## src/rtl/mem_bus_arbiter_pkg.sv

```systemverilog
// Shared types and constants for the two-master memory bus arbiter.
package mem_bus_arbiter_pkg;

  typedef enum logic [1:0] {
    ArbIdle  = 2'd0,
    ArbCmd   = 2'd1,
    ArbRdata = 2'd2
  } arb_state_e;

  localparam logic ArbOwnInst = 1'b0;
  localparam logic ArbOwnData = 1'b1;

  // Grant vector bit 1 selects the data master, bit 0 the inst master.
  function automatic logic owner_of(input logic [1:0] grant);
    return grant[1] ? ArbOwnData : ArbOwnInst;
  endfunction

endpackage

```

## src/rtl/mem_bus_arbiter_rr_arb2.sv

```systemverilog
// Two-request combinational arbiter producing a one-hot grant.
// ARB_DPRIO_EN selects fixed data-master priority instead of round-robin.
module rr_arb2
  import mem_bus_arbiter_pkg::*;
(
  input  logic       req_inst,
  input  logic       req_data,
  input  logic       last,
  output logic [1:0] grant
);

  always_comb begin
    grant = '0;
    if (req_inst && req_data) begin
`ifdef ARB_DPRIO_EN
      grant[1] = 1'b1;
`else
      // Favour whichever master did not complete the previous transaction.
      if (last == ArbOwnInst) grant[1] = 1'b1;
      else                    grant[0] = 1'b1;
`endif
    end else if (req_data) begin
      grant[1] = 1'b1;
    end else if (req_inst) begin
      grant[0] = 1'b1;
    end
  end

endmodule

```

## src/rtl/mem_bus_arbiter.sv

```systemverilog
// Shares one memory port between inst and data refill masters, one whole
// transaction at a time. Build with ARB_DPRIO_EN for fixed data priority.
module mem_bus_arbiter
  import mem_bus_arbiter_pkg::*;
#(
  parameter int ADDR_W = 32,
  parameter int DATA_W = 128,
  parameter int BE_W   = DATA_W / 8
) (
  input  logic              clk,
  input  logic              rst,

  input  logic [ADDR_W-1:0] inst_addr_i,
  input  logic [BE_W-1:0]   inst_byte_en_i,
  input  logic [DATA_W-1:0] inst_writedata_i,
  input  logic              inst_read_i,
  input  logic              inst_write_i,
  output logic [DATA_W-1:0] inst_readdata_o,
  output logic              inst_readdata_valid_o,
  output logic              inst_waitrequest_o,

  input  logic [ADDR_W-1:0] data_addr_i,
  input  logic [BE_W-1:0]   data_byte_en_i,
  input  logic [DATA_W-1:0] data_writedata_i,
  input  logic              data_read_i,
  input  logic              data_write_i,
  output logic [DATA_W-1:0] data_readdata_o,
  output logic              data_readdata_valid_o,
  output logic              data_waitrequest_o,

  output logic [ADDR_W-1:0] o_m_addr,
  output logic [BE_W-1:0]   o_m_byte_en,
  output logic [DATA_W-1:0] o_m_writedata,
  output logic              o_m_read,
  output logic              o_m_write,
  input  logic [DATA_W-1:0] i_m_readdata,
  input  logic              i_m_readdata_valid,
  input  logic              i_m_waitrequest
);

  arb_state_e state;
  logic       owner;
  logic       last;
  logic [1:0] grant;

  logic [ADDR_W-1:0] sel_addr;
  logic [BE_W-1:0]   sel_byte_en;
  logic [DATA_W-1:0] sel_writedata;
  logic              sel_read;
  logic              sel_write;

  rr_arb2 u_rr_arb2 (
    .req_inst (inst_read_i | inst_write_i),
    .req_data (data_read_i | data_write_i),
    .last     (last),
    .grant    (grant)
  );

  always_comb begin
    if (grant[1]) begin
      sel_addr      = data_addr_i;
      sel_byte_en   = data_byte_en_i;
      sel_writedata = data_writedata_i;
      sel_read      = data_read_i;
      sel_write     = data_write_i;
    end else begin
      sel_addr      = inst_addr_i;
      sel_byte_en   = inst_byte_en_i;
      sel_writedata = inst_writedata_i;
      sel_read      = inst_read_i;
      sel_write     = inst_write_i;
    end
  end

  always_ff @(posedge clk or negedge rst) begin
    if (!rst) begin
      state         <= ArbIdle;
      owner         <= ArbOwnInst;
      last          <= ArbOwnData;
      o_m_addr      <= '0;
      o_m_byte_en   <= '0;
      o_m_writedata <= '0;
      o_m_read      <= 1'b0;
      o_m_write     <= 1'b0;
    end else begin
      case (state)
        ArbIdle: begin
          if (|grant) begin
            owner         <= owner_of(grant);
            o_m_addr      <= sel_addr;
            o_m_byte_en   <= sel_byte_en;
            o_m_writedata <= sel_writedata;
            // Read wins when a master raises both strobes.
            o_m_read      <= sel_read;
            o_m_write     <= sel_write & ~sel_read;
            state         <= ArbCmd;
          end
        end
        ArbCmd: begin
          if (!i_m_waitrequest) begin
            if (o_m_write) begin
              o_m_write <= 1'b0;
              last      <= owner;
              state     <= ArbIdle;
            end else begin
              o_m_read <= 1'b0;
              if (i_m_readdata_valid) begin
                last  <= owner;
                state <= ArbIdle;
              end else begin
                state <= ArbRdata;
              end
            end
          end
        end
        ArbRdata: begin
          if (i_m_readdata_valid) begin
            last  <= owner;
            state <= ArbIdle;
          end
        end
        default: state <= ArbIdle;
      endcase
    end
  end

  logic in_cmd;
  logic in_xfer;

  always_comb begin
    in_cmd  = (state == ArbCmd);
    in_xfer = (state == ArbCmd) || (state == ArbRdata);

    inst_readdata_o = i_m_readdata;
    data_readdata_o = i_m_readdata;

    inst_waitrequest_o = (in_cmd && owner == ArbOwnInst) ? i_m_waitrequest : 1'b1;
    data_waitrequest_o = (in_cmd && owner == ArbOwnData) ? i_m_waitrequest : 1'b1;

    inst_readdata_valid_o = i_m_readdata_valid && in_xfer && (owner == ArbOwnInst);
    data_readdata_valid_o = i_m_readdata_valid && in_xfer && (owner == ArbOwnData);
  end

endmodule

```

## config.mk

```make
export PLATFORM = sky130hd
export DESIGN_NAME = mem_bus_arbiter
export DESIGN_NICKNAME = d
export VERILOG_FILES = /design/src/rtl/mem_bus_arbiter_pkg.sv /design/src/rtl/mem_bus_arbiter_rr_arb2.sv /design/src/rtl/mem_bus_arbiter.sv
export SDC_FILE = /design/constraint.sdc
export NUM_CORES = 1
export LEC_CHECK = 0
export ABC_AREA = 1
export CAP_MARGIN = 20
export CELL_PAD_IN_SITES_DETAIL_PLACEMENT = 0
export CELL_PAD_IN_SITES_GLOBAL_PLACEMENT = 1
export CORE_AREA = 2 2 362 364
export CTS_CLUSTER_DIAMETER = 200
export DETAILED_ROUTE_END_ITERATION = 6
export DIE_AREA = 0 0 364 366
export GPL_ROUTABILITY_DRIVEN = 1
export PLACE_DENSITY_LB_ADDON = 0.1
export SYNTH_ARGS = -nofsm -noshare
export SYNTH_HDL_FRONTEND = slang
export SYNTH_HIERARCHICAL = 1
export SYNTH_SLANG_ARGS = --single-unit
```

## constraint.sdc

```tcl
create_clock -name clk -period 2 [get_ports clk]
set_clock_uncertainty 0.2 [all_clocks]
set_input_delay 0.4 -clock clk [delete_from_list [all_inputs] [get_ports clk]]
set_output_delay 0.4 -clock clk [all_outputs]
set_load 0.01 [all_outputs]
```

==> results of run 1 <==
==> routing by layer <==
| metal | track usage [%] | up-vias | wire length (um) |
|---|---|---|---|
| met5 | 0.3994 | - | 138 |
| li1 | - | 4688 | - |
| met3 | 3.512 | 86 | 4730 |
| met2 | 15.90 | 370 | 36260 |
| met1 | 9.187 | 4832 | 27040 |
| met4 | 3.623 | 10 | 1480 |
==> repair_timing <==
item / 4_1_cts / 5_1_grt
gates resized for setup: 228 / 209
hold buffers: 1 / 0
pin swaps: 8 / 67
cloned: 1 / 42
setup buffers: 4 / 23
endpoints found under the setup margin: 271 / 138
endpoints found under the hold margin: 106 / 0
==> cell usage after synthesis <==
cell	instances	area [um^2]
nand2_1	379	1423
buf_4	258	1937
dfrtp_1	181	4529
o211ai_1	176	1321
or2_0	99	619.3
or2_2	57	356.6
buf_2	33	165.2
clkbuf_1	27	101.4
or2_1	21	131.4
inv_1	14	52.55
buf_6	13	146.4
o21ai_0	8	40.04
nor2_1	6	22.52
ha_1	5	62.56
a21oi_1	3	15.01
nand3_1	3	15.01
buf_1	2	7.510
inv_2	2	7.510
dfstp_2	1	26.28
nor3_1	1	5.000
nor3b_1	1	7.510
o21ai_2	1	8.760
==> path summary, 6_finish.rpt <==
path	slack (ns)	endpoint	start	depth (start not counted)
setup / recovery	-0.12	inst_readdata_valid_o	state[1]$_DFFE_PN0P_	5
hold / removal	0.12	o_m_writedata[126]$_DFFE_PN0P_	rst	2
setup reg to reg	-0.08	o_m_writedata[80]$_DFFE_PN0P_	last$_DFFE_PN1P_	8
hold reg to reg	0.27	o_m_writedata[33]$_DFFE_PN0P_	o_m_writedata[33]$_DFFE_PN0P_	2
max in group asynchronous	0.80	o_m_writedata[15]$_DFFE_PN0P_	rst	3
min in group clk	0.17	o_m_write$_DFFE_PN0P_	inst_write_i	5
==> stage by stage <==
step	util [%]	setup TNS (ns)	total power (W)	setup WS (ns)
4_1_cts	13.68	-1.154	0.02521	-0.2673
6_report	15.09	-1.369	0.02946	-0.1243
3_3_place_gp	13.28	-119.53	0.02216	-0.9142
3_5_place_dp	13.28	-119.86	0.02206	-0.9371
2_1_floorplan	-	0	0.01341	0.007005
5_1_grt	15.08	-8.688	0.03205	-0.2622
==> logic make-up after synthesis <==
family	after synthesis	synth area share [%]
adder cells (fa/ha/maj)	5	0.5687
flip-flops	182	41.41
AND/OR/NAND/NOR	567	23.45
buffers and inverters	349	21.97
AO/OA/AOI/OAI	188	12.59
==> critical path, delay by kind of cell (launching register included) <==
| kind | cells | cell delay [ns] |
|---|---|---|
| fa+ha+maj | 1 | 0.27 |
| buf+inv | 2 | 0.18 |
| flops | 1 | 0.38 |
| simple gates | 2 | 0.15 |
==> flip-flops by register name (all words and copies together), names as in the netlist <==
register	count
o_m_writedata	128
o_m_addr	32
state	2
o_m_write	1
o_m_byte_en	16
last	1
owner	1
o_m_read	1
==> power by group through the flow <==
stage | clock, W | combinational (W) | sequential [W]
3_3_place_gp | 0 | 0.0154 | 0.00675
2_1_floorplan | 0 | 0.00591 | 0.00750
6_report | 0.00375 | 0.0189 | 0.00680
4_1_cts | 0.00411 | 0.0145 | 0.00665
5_1_grt | 0.00418 | 0.0208 | 0.00708
3_5_place_dp | 0 | 0.0153 | 0.00674
==> area by class of cell <==
| class | instances | area, um^2 | area share [%] |
|---|---|---|---|
| clock inverters | 11 | 100.1 | 0.5144 |
| well taps | 1742 | 2180 | 11.20 |
| flip-flops and latches | 182 | 4557 | 23.42 |
| repair inverters | 1 | 11.26 | 0.05787 |
| diodes | 3 | 7.507 | 0.03858 |
| clock buffers | 21 | 470.5 | 2.418 |
| multi-input cells | 760 | 4427 | 22.75 |
| inverters | 16 | 98.84 | 0.5079 |
| repair buffers | 680 | 7609 | 39.10 |
==> results.sh, run 1 <==
export IMPL_ys_warn_count=6
export IMPL_synth_nets=1784
export IMPL_grt_max_degree=59
export IMPL_hold_class="input port to async pin"
export IMPL_min_period_over_period_pct=106.2
export IMPL_internal_power_w=0.01644
export IMPL_final_layout_size_suffix_gt1_share_pct=20.47
export IMPL_pwr_share_clk_pct=12.7
export IMPL_worstSkewPairLatency_ns=0.54
export IMPL_cts_sinks=182
export IMPL_core_um2=129000
export IMPL_netlist_area_um2=11000
export IMPL_drc_errors=0
export IMPL_fin_ws_ns=-0.1243
export IMPL_htreeDepth=4
export IMPL_hold_viol_final=0
export IMPL_status="complete, but fails checks"
export IMPL_wl_per_cell_um=20.39
export IMPL_violations="negative setup slack"
export IMPL_crit_path_top_delay_cell="dfrtp_1"
export IMPL_crit_required_ns=1.40
export IMPL_synth_cells=1291
export IMPL_power_per_cell_area_nw_per_um2=1514
export IMPL_routed_via_density=2.923
export IMPL_num_nets_final=2151
export IMPL_worstPathCellList="inv_2, ha_4, nand2_4, nor2_4, buf_6"
export IMPL_layout_common_cells="clkdlybuf4s50_1 (356), nand2_1 (292), dfrtp_1 (180), o211ai_1 (176), dlygate4sd2_1 (171)"
export IMPL_die_area_um2=133200
export IMPL_fillerInstances=14574
export IMPL_die_y_um=366
export IMPL_path_class="register to output pin"
export IMPL_tightest_slew_ns=0.4641
export IMPL_switching_share_pct=44.20
export IMPL_place_area_um2=17130
export IMPL_post_route_min_period_ns=2.124
export IMPL_drtPass1Iterations=4
export IMPL_die_w_um=364
export IMPL_num_rows=132
export IMPL_start_util_pct=8.528
export IMPL_ios=926
export IMPL_endpoint_kind="output pin"
export IMPL_antenna_left=0
export IMPL_cts_root_buf="clkbuf_16"
export IMPL_startpoint_type="register"
export IMPL_maxCapViolCount=0
export IMPL_hpwl_mm=45.08
export IMPL_cts_buffers=17
export IMPL_grt_first_pass_wirelength_mm=82.94
export IMPL_ys_seq_elements=182
export IMPL_switchingPower_w=0.01302
export IMPL_slew_violations=0
export IMPL_first_iter_violations=277
export IMPL_place_congestion=0.6893
export IMPL_first_global_vias=10777
export IMPL_pwr_share_seq_pct=23.1
export IMPL_vias=9986
export IMPL_arrival_ns=1.52
export IMPL_critPathMaxStageDelay_ns=0.38
export IMPL_post_route_cell_area_um2=19460
export IMPL_area_delta_synth_final_pct=76.90
export IMPL_final_cells=3416
export IMPL_netlist_cell_type_count=22
export IMPL_hold_slack_ns=0.1174
export IMPL_clockBufferDepth=2
export IMPL_grt_usage_pct=8.909
export IMPL_gr_total_overflow=0
export IMPL_yosysSeqAreaShare_pct=41.41
export IMPL_antenna_found_initial=6
export IMPL_slew_headroom_pct=68.92
export IMPL_avgSynthCellArea_um2=8.521
export IMPL_place_inst=3314
export IMPL_setup_viol=33
export IMPL_cts_tree="yes"
export IMPL_cts_clk_slew_worst_paths_ns=0.09
export IMPL_p_comb_share_pct=64.2
export IMPL_max_freq_ghz=0.4707
export IMPL_worstPathMaxFanout=2
export IMPL_leakage_nw=8.173
export IMPL_wirelength_mm=69.64
export IMPL_peakVddDrop_mv=0.6197
export IMPL_port_buffers=541
export IMPL_rsz0062_at_grt="true"
export IMPL_final_common_cell="clkdlybuf4s50_1"
Note: power is estimated with default switching activity, not from simulation.
==> inputs of run 2 (changes only) <==
Settings changed: SETUP_SLACK_MARGIN set to 0.15.
==> results.sh, run 2 (synthesized netlist as in run 1, its figures left out) <==
export IMPL_post_route_min_period_ns=2.148
export IMPL_layout_common_cells="clkdlybuf4s50_1 (355), nand2_1 (253), dfrtp_1 (180), o211ai_1 (176), buf_2 (104)"
export IMPL_cts_root_buf="clkbuf_16"
export IMPL_worstPathCellList="a21oi_4, buf_12, o21ai_4, buf_6, buf_8, buf_6, buf_12, buf_12, buf_12, buf_12, nand2_1, o21ai_1"
export IMPL_clockBufferDepth=2
export IMPL_largest_reg_flops=128
export IMPL_final_common_cell="clkdlybuf4s50_1"
export IMPL_path_class="register to register"
export IMPL_die_w_um=364
export IMPL_port_buffers=541
export IMPL_min_period_over_period_pct=107.4
export IMPL_rr_startpoint="last$_DFFE_PN1P_"
export IMPL_slew_violations=0
export IMPL_violations="negative setup slack"
export IMPL_ios=926
export IMPL_slew_headroom_pct=73.01
export IMPL_r2r_cells=12
export IMPL_crit_required_ns=2.26
export IMPL_status="complete, but fails checks"
export IMPL_cp_common_cell="buf_12"
export IMPL_worstPathMaxFanout=8
export IMPL_cts_tree="yes"
export IMPL_peakVddDrop_mv=0.7188
export IMPL_first_iter_violations=282
export IMPL_top_register="o_m_writedata"
export IMPL_die_y_um=366
export IMPL_wl_per_cell_um=19.52
export IMPL_rsz0062_at_grt="true"
export IMPL_grt_first_pass_wirelength_mm=92.25
export IMPL_setup_viol=166
export IMPL_tightest_slew_ns=0.4049
export IMPL_first_global_vias=11311
export IMPL_num_rows=132
export IMPL_grt_max_degree=53
export IMPL_leakage_nw=8.254
export IMPL_grt_usage_pct=10.09
export IMPL_arrival_ns=2.41
export IMPL_fillerInstances=14572
export IMPL_endpoint_kind="register"
export IMPL_wirelength_mm=67.50
export IMPL_vias=10024
export IMPL_startpoint="last$_DFFE_PN1P_"
export IMPL_antenna_left=0
export IMPL_final_layout_size_suffix_gt1_share_pct=34.42
export IMPL_num_nets_final=2191
export IMPL_cts_buffers=17
export IMPL_hpwl_mm=45.99
export IMPL_htreeDepth=4
export IMPL_die_area_um2=133200
export IMPL_critPathMaxStageDelay_ns=0.59
export IMPL_power_w=0.03160
export IMPL_worstSkewPairLatency_ns=0.53
export IMPL_power_per_cell_area_nw_per_um2=1591
export IMPL_drc_errors=0
export IMPL_startpoint_type="register"
export IMPL_fin_ws_ns=-0.1479
export IMPL_cts_sinks=182
export IMPL_max_freq_ghz=0.4656
export IMPL_drtPass1Iterations=6
export IMPL_place_congestion=0.6939
export IMPL_final_cells=3458
export IMPL_cts_clk_slew_worst_paths_ns=0.08
export IMPL_gr_total_overflow=0
export IMPL_crit_path_end="owner$_DFFE_PN0P_"
export IMPL_hold_slack_ns=0.1302
export IMPL_routed_via_density=2.899
export IMPL_area_delta_synth_final_pct=80.52
export IMPL_hold_viol_final=0
export IMPL_start_util_pct=8.528
export IMPL_core_um2=129000
export IMPL_timing_rr_end="owner$_DFFE_PN0P_"
export IMPL_crit_path_top_delay_cell="dfstp_2"
export IMPL_maxCapViolCount=0
export IMPL_reg_top3="o_m_writedata x128, o_m_addr x32, o_m_byte_en x16"
export IMPL_hold_class="input port to async pin"
export IMPL_antenna_found_initial=6
export IMPL_tns_ns=-11.61
export IMPL_rrSetupSlack_ns=-0.15
export IMPL_place_inst=3319
[run 2: cell count changes in the layout (fill, tap and decap cells not counted), sizes merged, moves of 5 or more]
| cell | delta |
|---|---|
| dlygate4sd2 | -169 |
| inv | +5 |
| clkbuf | -27 |
| buf | +176 |
| clkdlybuf4s15 | +58 |
[run 2: worst max-delay path: cells and delay by family (launching register included)]
kind                   cells  cell delay, ns
AOI/OAI and AO/OA          3            0.33
buffers and inverters      8            0.90
DFF                        1            0.59
and+or+nand+nor            1            0.05
[run 2: layer usage]
metal  vias to the layer above  track usage [%]  wire length [um]  share of wire (%)
li1                       4786                -                 -                  -
met1                      4766            10.57             25360                 38
met2                       354            18.22             35480                 53
met3                       112            3.483              4858                7.2
met4                         6            4.094              1719                2.5
met5                         -           0.2905                80               0.12
[run 2: worst min path at each step]
stage                                  endpoint  cells past startpoint
global placement    o_m_byte_en[12]$_DFFE_PN0P_                      1
global route        o_m_byte_en[12]$_DFFE_PN0P_                      2
detailed placement  o_m_byte_en[12]$_DFFE_PN0P_                      1
CTS                 o_m_byte_en[12]$_DFFE_PN0P_                      2
floorplan               o_m_addr[0]$_DFFE_PN0P_                      0
finish              o_m_byte_en[12]$_DFFE_PN0P_                      2
[run 2: final cells by class]
type                            count  area, um^2  area share, %
Timing Repair Buffer              720        7765          39.10
Multi-Input combinational cell    760        4628          23.31
Sequential cell                   182        4557          22.95
Tap cell                         1742        2180          10.98
Clock buffer                       18       439.2          2.212
Clock inverter                     14       171.4         0.8632
Inverter                           16       88.84         0.4474
Timing Repair inverter              1       16.27        0.08191
Antenna cell                        5       12.51        0.06301
[run 2: through the flow]
step | util (%) | setup WS, ns | instance area [um^2]
2_1_floorplan | - | 0.08018 | 11050
3_3_place_gp | 13.34 | -0.6612 | 17200
3_5_place_dp | 13.34 | -0.6375 | 17200
4_1_cts | 15.14 | -0.2292 | 19530
5_1_grt | 15.39 | -0.2357 | 19850
6_report | 15.40 | -0.1479 | 19860
[run 2: repair_timing]
action	in CTS	in global routing
hold buffers	1	0
hold endpoints to repair	181	0
gates cloned	33	1
endpoints found under the setup margin	356	226
buffers inserted	47	21
pin swaps	74	66
gates resized for setup	816	137
[run 2: report_power, final]
part           switching, W  total (W)  internal (W)
clock               0.00192    0.00393       0.00201
sequential          0.00121    0.00685       0.00564
combinational        0.0103     0.0208        0.0105
total                0.0135     0.0316        0.0181
==> inputs of run 3 (changes only) <==
Settings changed: CORE_AREA 2 2 362 364 to 2 2 358 360, DIE_AREA 0 0 364 366 to 0 0 360 362, PLACE_DENSITY set to 0.4, PLACE_DENSITY_LB_ADDON 0.1 to unset.
Clock period 2 ns to 1.9 ns, I/O delays scaled along.
==> results.sh, run 3 (synthesized netlist as in run 1, its figures left out) <==
export IMPL_status="complete, but fails checks"
export IMPL_violations="negative setup slack"
export IMPL_endpoint_kind="register"
export IMPL_crit_required_ns=2.12
export IMPL_drc_errors=0
export IMPL_first_iter_violations=407
export IMPL_fin_ws_ns=-0.2451
export IMPL_leakage_nw=8.582
export IMPL_tightest_slew_ns=0.4344
export IMPL_power_w=0.03456
export IMPL_setup_viol=183
export IMPL_final_common_cell="clkdlybuf4s50_1"
export IMPL_slew_headroom_pct=71.04
export IMPL_start_util_pct=8.682
export IMPL_reg_top3="o_m_writedata x128, o_m_addr x32, o_m_byte_en x16"
export IMPL_vias=10551
export IMPL_cts_root_buf="clkbuf_16"
export IMPL_multi_input_area_um2=4512
export IMPL_arrival_ns=2.36
export IMPL_worstPathMaxFanout=8
export IMPL_hold_class="input port to async pin"
export IMPL_min_period_over_period_pct=112.9
export IMPL_htreeDepth=4
export IMPL_max_freq_ghz=0.4662
export IMPL_antenna_found_initial=4
export IMPL_drtPass1Iterations=4
export IMPL_power_per_cell_area_nw_per_um2=1722
export IMPL_grt_max_degree=55
export IMPL_peakVddDrop_mv=0.7428
export IMPL_grt_first_pass_wirelength_mm=91.49
export IMPL_final_layout_size_suffix_gt1_share_pct=35.55
export IMPL_post_route_min_period_ns=2.145
export IMPL_dpl_worst_slack_ns=-0.7653
export IMPL_wl_per_cell_um=20.14
export IMPL_place_congestion=0.7525
export IMPL_grt_usage_pct=10.12
export IMPL_gr_total_overflow=0
export IMPL_routed_via_density=3.094
export IMPL_clockBufferDepth=2
export IMPL_hpwl_mm=41.38
export IMPL_ios=926
export IMPL_layout_common_cells="clkdlybuf4s50_1 (354), nand2_1 (274), o211ai_1 (176), dfrtp_1 (171), buf_2 (155)"
export IMPL_rsz0062_at_grt="true"
export IMPL_num_rows=131
export IMPL_port_buffers=541
export IMPL_wirelength_mm=68.69
export IMPL_final_cells=3410
export IMPL_worstSkewPairLatency_ns=0.53
export IMPL_maxCapViolCount=0
export IMPL_core_um2=126700
export IMPL_die_w_um=360
export IMPL_fillerInstances=14257
export IMPL_cts_buffers=17
export IMPL_first_global_vias=11586
export IMPL_cts_clk_slew_worst_paths_ns=0.08
export IMPL_top_register="o_m_writedata"
export IMPL_cts_tree="yes"
export IMPL_place_inst=3241
export IMPL_slew_violations=0
export IMPL_cts_sinks=182
export IMPL_die_y_um=362
export IMPL_num_nets_final=2227
export IMPL_path_class="register to register"
export IMPL_startpoint_type="register"
export IMPL_regArea_um2=4568
export IMPL_largest_reg_flops=128
export IMPL_area_delta_synth_final_pct=82.44
export IMPL_hold_viol_final=0
export IMPL_antenna_left=0
export IMPL_die_area_um2=130300
[run 3: changes by cell type in the layout (fill, tap and decap cells not counted), moves of 6 or more]
cell and delta:
clkdlybuf4s15_2 -54, buf_2 +51, buf_6 +34, nand2_1 +21, nand2_4 -15, buf_8 +10, clkbuf_2 -9, dfrtp_1 -9
dfrtp_2 +9, clkdlybuf4s15_1 -8, bufbuf_16 +6, nand2_2 -6
[run 3: critical path, stage by stage, from the launching register on]
cell and delay, ns:
dfstp_2 0.57, a21oi_4 0.07, buf_12 0.13, o21ai_4 0.26, inv_8 0.11, buf_16 0.18
buf_16 0.16, buf_6 0.15, o211ai_1 0.08, nand2_1 0.07
[run 3: through the flow]
stage,hold WS [ns],cell area (um^2),util (%),setup TNS (ns)
CTS,0.003900,19230,15.17,-27.53
detailed placement,0.04532,17050,13.46,-120.48
finish,0.08423,20070,15.84,-29.30
global placement,0.04861,17050,13.46,-116.45
floorplan,-0.1156,11050,-,0
global route,0.04959,20070,15.84,-44.54
[run 3: final cells by class]
| cell class | instances | area share [%] |
|---|---|---|
| inverters | 16 | 0.4676 |
| flip-flops and latches | 182 | 22.76 |
| repair inverters | 1 | 0.08105 |
| repair buffers | 756 | 40.75 |
| multi-input cells | 760 | 22.48 |
| clock buffers | 20 | 2.276 |
| clock inverters | 12 | 0.8105 |
| diodes | 1 | 0.01247 |
| well taps | 1662 | 10.36 |
[run 3: what timing repair did]
item	CTS	global route
pin swaps	54	98
setup endpoints to repair	361	206
gates resized for setup	934	128
setup buffers	63	26
endpoints found under the hold margin	154	0
hold buffers	1	0
cloned	37	9
[run 3: where the power goes]
group | internal, W | total, W | switching (W)
Clock | 0.00216 | 0.00412 | 0.00196
Sequential | 0.00595 | 0.00733 | 0.00137
Combinational | 0.0119 | 0.0231 | 0.0112
[run 3: worst paths after layout]
check / end / from / slack (ns) / depth (start not counted)
worst max-delay path: o_m_writedata[21]$_DFFE_PN0P_ / last$_DFFE_PN1P_ / -0.25 / 9
worst min-delay path: o_m_writedata[104]$_DFFE_PN0P_ / rst / 0.08 / 2
worst max register to register: o_m_writedata[21]$_DFFE_PN0P_ / last$_DFFE_PN1P_ / -0.25 / 9
worst min register to register: o_m_writedata[61]$_DFFE_PN0P_ / o_m_writedata[61]$_DFFE_PN0P_ / 0.27 / 2
max in group asynchronous: o_m_writedata[31]$_DFFE_PN0P_ / rst / 0.69 / 4
min in group clk: o_m_write$_DFFE_PN0P_ / data_read_i / 0.16 / 8
[run 3: layer usage]
metal	vias to the layer above	track usage [%]	wire length (um)
li1	4850	-	-
met1	4998	10.70	25730
met2	530	17.28	33670
met3	164	4.124	5678
met4	9	5.141	3317
met5	-	0.5549	291
